--- src/rtl/wb_splitter_pkg.sv ---
// Shared types and constants for the Wishbone slave splitter.
package wb_splitter_pkg;

  localparam int DATA_W = 32;
  localparam int ADDR_W = 32;
  localparam int SEL_W  = 4;

  localparam logic [DATA_W-1:0] ERR_DATA_DEF = 32'hDEAD_BEEF;

  typedef enum logic [1:0] {
    IDLE,
    REQ,
    RESP
  } state_e;

  // A single peripheral still needs one index bit so vectors never collapse to zero width.
  function automatic int idx_width(input int n);
    return (n > 1) ? $clog2(n) : 1;
  endfunction

endpackage

--- src/rtl/wb_addr_decode.sv ---
// Window decoder: splits the upper address bits into region tag and peripheral index.
module wb_addr_decode
  import wb_splitter_pkg::*;
#(
  parameter int          NUM_SLAVES = 4,
  parameter logic [31:0] ADDR_BASE  = 32'h3000_0000,
  parameter int          SPAN_LOG2  = 20,
  parameter int          IDX_W      = 2
) (
  input  logic [ADDR_W-1-SPAN_LOG2:0] adr,
  output logic                        hit,
  output logic [IDX_W-1:0]            idx,
  output logic                        mapped
);

  localparam int TAG_LSB = SPAN_LOG2 + IDX_W;
  localparam logic [ADDR_W-1-TAG_LSB:0] BASE_TAG = ADDR_BASE[ADDR_W-1:TAG_LSB];
  // One extra bit so NUM_SLAVES itself is representable when it is a power of two.
  localparam logic [IDX_W:0] SLAVE_LIMIT = NUM_SLAVES[IDX_W:0];

  assign hit    = (adr[ADDR_W-1-SPAN_LOG2:IDX_W] == BASE_TAG);
  assign idx    = adr[IDX_W-1:0];
  assign mapped = hit && ({1'b0, idx} < SLAVE_LIMIT);

endmodule

--- src/rtl/wb_slave_splitter.sv ---
// N-way Wishbone slave splitter with per-peripheral windows, ack timeout and error reporting.
module wb_slave_splitter
  import wb_splitter_pkg::*;
#(
  parameter int                NUM_SLAVES     = 4,
  parameter logic [31:0]       ADDR_BASE      = 32'h3000_0000,
  parameter int                SPAN_LOG2      = 20,
  parameter int                TIMEOUT_CYCLES = 255,
  parameter logic [DATA_W-1:0] ERR_DATA       = ERR_DATA_DEF
) (
  input  logic                         wb_clk_i,
  input  logic                         wb_rst_ni,
  input  logic                         wbs_cyc_i,
  input  logic                         wbs_stb_i,
  input  logic                         wbs_we_i,
  input  logic [SEL_W-1:0]             wbs_sel_i,
  input  logic [ADDR_W-1:0]            wbs_adr_i,
  input  logic [DATA_W-1:0]            wbs_dat_i,
  output logic                         wbs_ack_o,
  output logic [DATA_W-1:0]            wbs_dat_o,
  output logic [NUM_SLAVES-1:0]        m_cyc_o,
  output logic [NUM_SLAVES-1:0]        m_stb_o,
  output logic                         m_we_o,
  output logic [SEL_W-1:0]             m_sel_o,
  output logic [ADDR_W-1:0]            m_adr_o,
  output logic [DATA_W-1:0]            m_dat_o,
  input  logic [NUM_SLAVES*DATA_W-1:0] m_dat_i,
  input  logic [NUM_SLAVES-1:0]        m_ack_i,
  output logic                         err_irq_o,
  output logic [15:0]                  err_cnt_o
);

  localparam int IDX_W = idx_width(NUM_SLAVES);
  localparam int TMR_W = $clog2(TIMEOUT_CYCLES) + 1;
  localparam int TMR_LAST_I = TIMEOUT_CYCLES - 1;
  localparam logic [TMR_W-1:0] TMR_LAST = TMR_LAST_I[TMR_W-1:0];

  function automatic logic [15:0] sat_inc(input logic [15:0] v);
    return (v == 16'hFFFF) ? v : v + 16'd1;
  endfunction

  logic                  dec_hit;
  logic                  dec_mapped;
  logic [IDX_W-1:0]      dec_idx;
  logic [NUM_SLAVES-1:0] onehot;

  state_e                state_q;
  state_e                state_d;
  logic [IDX_W-1:0]      idx_q;
  logic [TMR_W-1:0]      timer_q;

  logic                  accept;
  logic                  launch;
  logic                  drop;
  logic                  resp_ok;
  logic                  resp_err;
  logic                  slave_ack;
  logic [DATA_W-1:0]     slave_dat;

  wb_addr_decode #(
    .NUM_SLAVES (NUM_SLAVES),
    .ADDR_BASE  (ADDR_BASE),
    .SPAN_LOG2  (SPAN_LOG2),
    .IDX_W      (IDX_W)
  ) u_decode (
    .adr    (wbs_adr_i[ADDR_W-1:SPAN_LOG2]),
    .hit    (dec_hit),
    .idx    (dec_idx),
    .mapped (dec_mapped)
  );

  assign onehot    = NUM_SLAVES'(1) << dec_idx;
  assign slave_ack = m_ack_i[idx_q];
  assign slave_dat = m_dat_i[{idx_q, 5'd0} +: DATA_W];

  always_ff @(posedge wb_clk_i) begin
    if (!wb_rst_ni) begin
      state_q <= IDLE;
    end else begin
      state_q <= state_d;
    end
  end

  // Abort beats ack, and ack beats timeout, when they coincide in REQ.
  always_comb begin
    state_d  = state_q;
    accept   = 1'b0;
    launch   = 1'b0;
    drop     = 1'b0;
    resp_ok  = 1'b0;
    resp_err = 1'b0;
    case (state_q)
      IDLE: begin
        if (wbs_cyc_i && wbs_stb_i) begin
          accept = 1'b1;
          if (dec_hit && dec_mapped) begin
            launch  = 1'b1;
            state_d = REQ;
          end else begin
            resp_err = 1'b1;
            state_d  = RESP;
          end
        end
      end
      REQ: begin
        if (!wbs_cyc_i) begin
          drop    = 1'b1;
          state_d = IDLE;
        end else if (slave_ack) begin
          drop    = 1'b1;
          resp_ok = 1'b1;
          state_d = RESP;
        end else if (timer_q == TMR_LAST) begin
          drop     = 1'b1;
          resp_err = 1'b1;
          state_d  = RESP;
        end
      end
      RESP: begin
        state_d = IDLE;
      end
      default: begin
        state_d = IDLE;
      end
    endcase
  end

  // Request capture / downstream strobe / response registers
  always_ff @(posedge wb_clk_i) begin
    if (!wb_rst_ni) begin
      m_adr_o   <= '0;
      m_dat_o   <= '0;
      m_sel_o   <= '0;
      m_we_o    <= 1'b0;
      idx_q     <= '0;
      m_cyc_o   <= '0;
      m_stb_o   <= '0;
      timer_q   <= '0;
      wbs_ack_o <= 1'b0;
      wbs_dat_o <= '0;
      err_irq_o <= 1'b0;
      err_cnt_o <= '0;
    end else begin
      if (accept) begin
        m_adr_o <= wbs_adr_i;
        m_dat_o <= wbs_dat_i;
        m_sel_o <= wbs_sel_i;
        m_we_o  <= wbs_we_i;
        idx_q   <= dec_idx;
      end

      if (launch) begin
        m_cyc_o <= onehot;
        m_stb_o <= onehot;
      end else if (drop) begin
        m_cyc_o <= '0;
        m_stb_o <= '0;
      end

      if (launch) begin
        timer_q <= '0;
      end else if (state_q == REQ && !slave_ack) begin
        timer_q <= timer_q + TMR_W'(1);
      end

      wbs_ack_o <= resp_ok | resp_err;
      err_irq_o <= resp_err;

      if (resp_ok) begin
        wbs_dat_o <= slave_dat;
      end else if (resp_err) begin
        wbs_dat_o <= ERR_DATA;
      end

      if (resp_err) begin
        err_cnt_o <= sat_inc(err_cnt_o);
      end
    end
  end

endmodule

--- config.mk ---
export PLATFORM = sky130hd
export DESIGN_NAME = wb_slave_splitter
export DESIGN_NICKNAME = d
export VERILOG_FILES = /design/src/rtl/wb_splitter_pkg.sv /design/src/rtl/wb_addr_decode.sv /design/src/rtl/wb_slave_splitter.sv
export SDC_FILE = /design/constraint.sdc
export NUM_CORES = 1
export LEC_CHECK = 0
export CORE_AREA = 2 2 129 131
export CTS_CLUSTER_SIZE = 10
export DETAILED_ROUTE_END_ITERATION = 12
export DIE_AREA = 0 0 131 133
export HOLD_SLACK_MARGIN = 0.02
export PLACE_DENSITY_LB_ADDON = 0.3
export SYNTH_ARGS = -nofsm -noshare
export SYNTH_HDL_FRONTEND = slang
export SYNTH_SLANG_ARGS = --single-unit
--- constraint.sdc ---
create_clock -name wb_clk_i -period 3.4 [get_ports wb_clk_i]
set_input_delay 0.68 -clock wb_clk_i [delete_from_list [all_inputs] [get_ports wb_clk_i]]
set_output_delay 0.68 -clock wb_clk_i [all_outputs]
set_load 0.05 [all_outputs]
# == Yosys cells after proc, flatten, opt, wreduce, memory -nomap -nowiden ==
# Cells that the tools add are included.
# totals
ff_bits,136
wordCells,64
in_bits,205
out_inout_bits,127
# classes
n_addsub,2
reduce_logical,9
n_mux,29
bitwise_logic,3
order_cmp,1
eq_ne,6
shifts,2
# ops
op,n
$shiftx A128 B8 Y32,1
$mux W32,2
$mux W1,17
$add A16 B1 Y16 const B,1
$eq A16 B16 Y1 const B,1
$eq A10 B8 Y1 const B,1
$mux W2,5
$add A9 B1 Y9 const B,1
$eq A9 B8 Y1 const B,1
$mux W4,2
$ne A4 B4 Y1 const B,1
$pmux W2 S2,1
$reduce_and A2 Y1,2
$reduce_bool A2 Y1,2
$shl A1 B2 Y4 const A,1
$lt A2 B3 Y1 const B,1
$bmux W1 S2,1
$eq A2 B1 Y1 const B,1
$logic_and A1 B1 Y1,2
$logic_not A2 Y1,1
$ne A2 B2 Y1 const B,1
$not A1 Y1,2
$pmux W1 S2,1
$reduce_or A2 Y1,1
2 further kinds,2

# == Longest topological paths before layout ==
# depth
ltp_word,7
depth_mapped,9
mapped_depth_nobuf,7

# == Hierarchy ==
# A second synthesis with hierarchy kept.
# hier_totals
cells_unflattened,636
area_unflattened_um2,5891.9
# by_module_without_submodules
mod,area_each_um2,n_inst,seq_area_each_um2,cells_each
wb_slave_splitter,5848.1,1,2722.6,630
wb_addr_decode,43.8,1,0.0,6

# == Worst setup path before layout ==
# Ideal clock, no wire load.
# synth_path
path_type,reg2reg
start,"reg, netlist name m_adr_o[20]"
end,reg err_cnt_o[10]
arrival_time_ns,2.420
setup_ns,0.132
required_ns,3.268
path_buffers,3
path_slack_ns,0.848
stages_incl_launch_ff,9
period_less_slack_ns,2.552
cell_sequence,dfxtp_1 -> buf_6 -> mux4_2 -> nor4_4 -> nor2_2 -> buf_6 -> buf_2 -> o31ai_1 -> a21oi_1
# synth_rtl
element,line_no,source
"end signal, assigned",wb_slave_splitter.sv:176,err_cnt_o <= sat_inc(err_cnt_o);
"end, declared",wb_slave_splitter.sv:30,output logic [15:0] err_cnt_o

# == Worst setup path after layout ==
# layout_path
start,in m_ack_i[3]
end,reg err_cnt_o[4]
# layout_via
elab_chain_cells,6
# layout_rtl
element,line_no,source
"start, declared",wb_slave_splitter.sv:28,"input logic [NUM_SLAVES-1:0] m_ack_i,"
$bmux W1 S2,wb_slave_splitter.sv:73,assign slave_ack = m_ack_i[idx_q];
$mux W1 (implied by the code),wb_slave_splitter.sv:73,
$mux W1,wb_slave_splitter.sv:109,end else if (slave_ack) begin
$mux W1,wb_slave_splitter.sv:106,if (!wbs_cyc_i) begin
$pmux W1 S2,wb_slave_splitter.sv:92,case (state_q)
$reduce_and A2 Y1 (no source line),n/a,
# Every way passes these cells. The select of a mux whose other input is x is not followed.
# A chain may end at the register's enable or synchronous reset.

==> results_dict.tcl <==
set metrics [dict create \
    port_buffers 331 \
    clock_insertion_delay_worst_skew_ns 0.42 \
    globalRouteTotalUtil_pct 22.9 \
    detail_route.first_pass.iterations 4 \
    regToRegSetupSlack_ns 1.03 \
    synth_area_per_cell_um2 9.32 \
    finalSetupTns_ns 0 \
    total_leakage_power_nw 3.43 \
    clkTransAtPathRegs_ns 0.06 \
    post_synth_num_cell_types 43 \
    count_of_antenna_violating_nets_left_after_detailed_routing 0 \
    globalRoute.busiestLayer "met2" \
    worst_ep_arrival_time_ns 2.92 \
    yosysWarningCount 0 \
    synth-seq-area-share_pct 45.9 \
    ys_ff_latch 134 \
    io_pins 332 \
    critical_path_fanout_max 35 \
    nets_final 1148 \
    floorplan.die_area_mm2 0.0174 \
    pwr-share-clk_pct 42.6 \
    grt_pass1_vias 5740 \
    layout_utilization_pct 61.5 \
    core.rowCount 47 \
    post_synth_instance_area_mm2 0.00585 \
    grt_use_met2_pct 40.8 \
    setup.worst_path.class "input port to flip-flop" \
    power.share.switching_pct 25.5 \
    htree_num_levels 4 \
    p_int_mw 3.23 \
    worstSetupEndpointType "flip-flop" \
    cpPeakStageDelay_ns 0.57 \
    design_area_mm2 0.00995 \
    number_of_design_rule_violations_left_after_detail_routing 0 \
    final_max_slew_viol_count 0 \
    coreArea_mm2 0.0162 \
    synth_top_cell_area_share_pct 45.9 \
    final_cells 1172 \
    layout.cells.most_common_list "331 x sky130_fd_sc_hd__clkdlybuf4s50_1, 160 x sky130_fd_sc_hd__nand2_1, 132 x sky130_fd_sc_hd__dfxtp_1" \
    diodes 0 \
    combinationalPowerShare_pct 18.9 \
    cts_post_setup_buffers_inserted 0 \
    worst_r2r_src "m_adr_o[20]" \
    seq_power_share_pct 38.5 \
    overflow_after_grt 0 \
    r2r-end "err_cnt_o[4]" \
    tritoncts_clock_tree "yes" \
    worstHoldPathType "flip-flop to flip-flop" \
    number_of_failing_hold_endpoints_at_the_final_stage 0 \
    hold_path_end "m_adr_o[17]" \
    clock-sinks 134 \
    cts.path.max_buffers 2 \
    vdd.ir_drop.worst_v 0.000332 \
    crit_slowest_cell "sky130_fd_sc_hd__mux4_2" \
    synth_largest_area_cell "sky130_fd_sc_hd__dfxtp_1" \
    switching_power_mw 1.10 \
    chipWidth_um 131 \
    fin_worst_skew_ns 0.00674 \
    detailedRoute.firstIterationViolations 249 \
    cts.root.buffer_cell "sky130_fd_sc_hd__clkbuf_16" \
    via_per_inst 5.03 \
    area_growth_syn_to_layout_pct 70.1 \
    total_vias_in_the_final_route 5901 \
    grt_first_pass_wirelength_mm 30.4 \
    worst-endpoint-required_ns 3.74 \
    setup_repair_after_global_routing_missed_its_margin "false" \
    chip_height_um 133 \
    numPlacedInstances 1141 \
    period_share_pct 75.8 \
    power_per_cell_area_mw_per_mm2 435 \
    top_area_cells_in_the_synthesized_netlist "sky130_fd_sc_hd__dfxtp_1 46%, sky130_fd_sc_hd__mux4_2 13%, sky130_fd_sc_hd__nand2_1 10%, sky130_fd_sc_hd__a21oi_1 7.6%, sky130_fd_sc_hd__o221a_2 4.6%" \
    number_of_nets_in_the_synthesized_netlist 836 \
    max_freq_mhz 388 \
    start_util_pct 36.2 \
    drv_cap 0 \
    grt_antenna_before_repair 0 \
    ff2ff_path_depth 6 \
    finalCriticalPeriod_ns 2.58 \
    detailed_place.area_mm2 0.00936 \
    globalplace.congestion 0.841 \
    gate_count_post_synth 628 \
    cts_hold_repair.buffers 0 \
    number_of_buffers_added_by_the_clock_tree_synthesis_step 17 \
    crit_chain "clkdlybuf4s50_1, mux4_2, nor4_4, nor2_2, buf_12, or4_1, a21oi_1" \
    result_of_the_run "finished clean" \
    worst-path-buf-inv 2 \
    timing.slew.headroom_pct 49.0 \
    grt.met1_usage_pct 24.1 \
    worst_hold_startpoint "m_adr_o[17]" \
    mostFrequentLayoutCell "sky130_fd_sc_hd__clkdlybuf4s50_1" \
    cts_repair_resize_count 0 \
    grt_met3_usage_pct 8.94 \
    tightestPinTransition_ns 0.765 \
    worst_hold_path.num_cells 2 \
    grt_max_degree 71 \
    share_of_post_route_cells_with_drive_strength_above_1_pct 11.4 \
    cp_top_family "simple AND/OR/NAND/NOR gates" \
    crit_path_launch_type "input port" \
    finalSetupViolCount 0 \
    detail_route.wl_per_cell_um 17.3 \
    place_hpwl_mm 15.3 \
    routed_wirelength_mm 20.3 \
]
==> worst max-delay path by stage <==
stage,cells past startpoint,start,slack (ns),to
2_1_floorplan,8,m_adr_o[20],0.85,err_cnt_o[10]
3_3_place_gp,7,m_ack_i[3],0.45,err_cnt_o[10]
3_5_place_dp,7,m_ack_i[3],0.38,err_cnt_o[4]
4_1_cts,7,m_ack_i[3],0.83,err_cnt_o[3]
5_1_grt,7,m_ack_i[3],0.69,err_cnt_o[10]
6_report,7,m_ack_i[3],0.82,err_cnt_o[4]
==> tightest hold or removal path: stages (launching register included) <==
cell and delay, ns:
sky130_fd_sc_hd__dfxtp_1 0.30, sky130_fd_sc_hd__nand2_1 0.05, sky130_fd_sc_hd__a21oi_1 0.05
==> cell type report <==
type	instances	area (um2)
multi-input cells	438	2950
repair buffers	345	3430
clock inverters	9	126
flip-flops and latches	134	2690
clock buffers	22	464
inverters	4	15.0
well taps	220	275
fillers	1380	6220
==> through the flow <==
stage	setup WS (ns)	hold slack, ns	power, mW
global placement	0.448	0.441	2.51
detailed placement	0.381	0.446	2.52
CTS	0.831	0.454	4.37
global route	0.687	0.464	4.49
finish	0.822	0.450	4.33
floorplan	0.848	0.470	2.11
==> logic make-up after synthesis <==
group	synth area share [%]
AO/OA/AOI/OAI	14.8
XOR/XNOR	1.20
adder cells (fa/ha/maj)	0.642
buffers and inverters	4.19
flip-flops	45.9
multiplexers	13.6
AND/OR/NAND/NOR	19.8
==> power groups by stage <==
stage	sequential [mW]	combinational, mW	clock, mW
6_report	1.67	0.819	1.85
3_3_place_gp	1.70	0.816	0
2_1_floorplan	1.90	0.206	0
5_1_grt	1.67	0.865	1.95
3_5_place_dp	1.70	0.823	0
4_1_cts	1.67	0.826	1.88
==> per-layer routing <==
layer	part of all wire, %	routed length [um]
met5	0	0
met4	2.6	528
met3	9.4	1900
met2	52	10500
met1	36	7330
==> cells in the mapped netlist, drive strengths merged <==
cell / number
nor4bb: 2
nor2: 26
buf: 13
xor2: 6
a32oi: 1
o21ai: 6
nand2: 160
xnor2: 2
nand4bb: 1
and3: 3
nor4: 4
o221a: 24
ha: 3
a21oi: 89
dfxtp: 134
a31oi: 3
nand3: 18
nor4b: 1
mux4: 33
nand3b: 3
nor3b: 1
nand2b: 6
o31ai: 9
and2: 1
inv: 4
or2: 1
nand4b: 1
nor2b: 1
nand4: 9
o2111ai: 1
mux2i: 5
nor3: 5
or4: 8
or3: 3
clkbuf: 39
o211ai: 1
a211oi: 1
==> state kept, by name, summed over array words and instances (netlist names) <==
name / count
m_dat_o: 32
err_irq_o: 1
m_adr_o: 32
wbs_dat_o: 32
m_stb_o: 4
wbs_ack_o: 1
state_q: 2
m_we_o: 1
timer_q: 9
err_cnt_o: 16
m_sel_o: 4
Note: power is estimated with default switching activity, not from simulation.
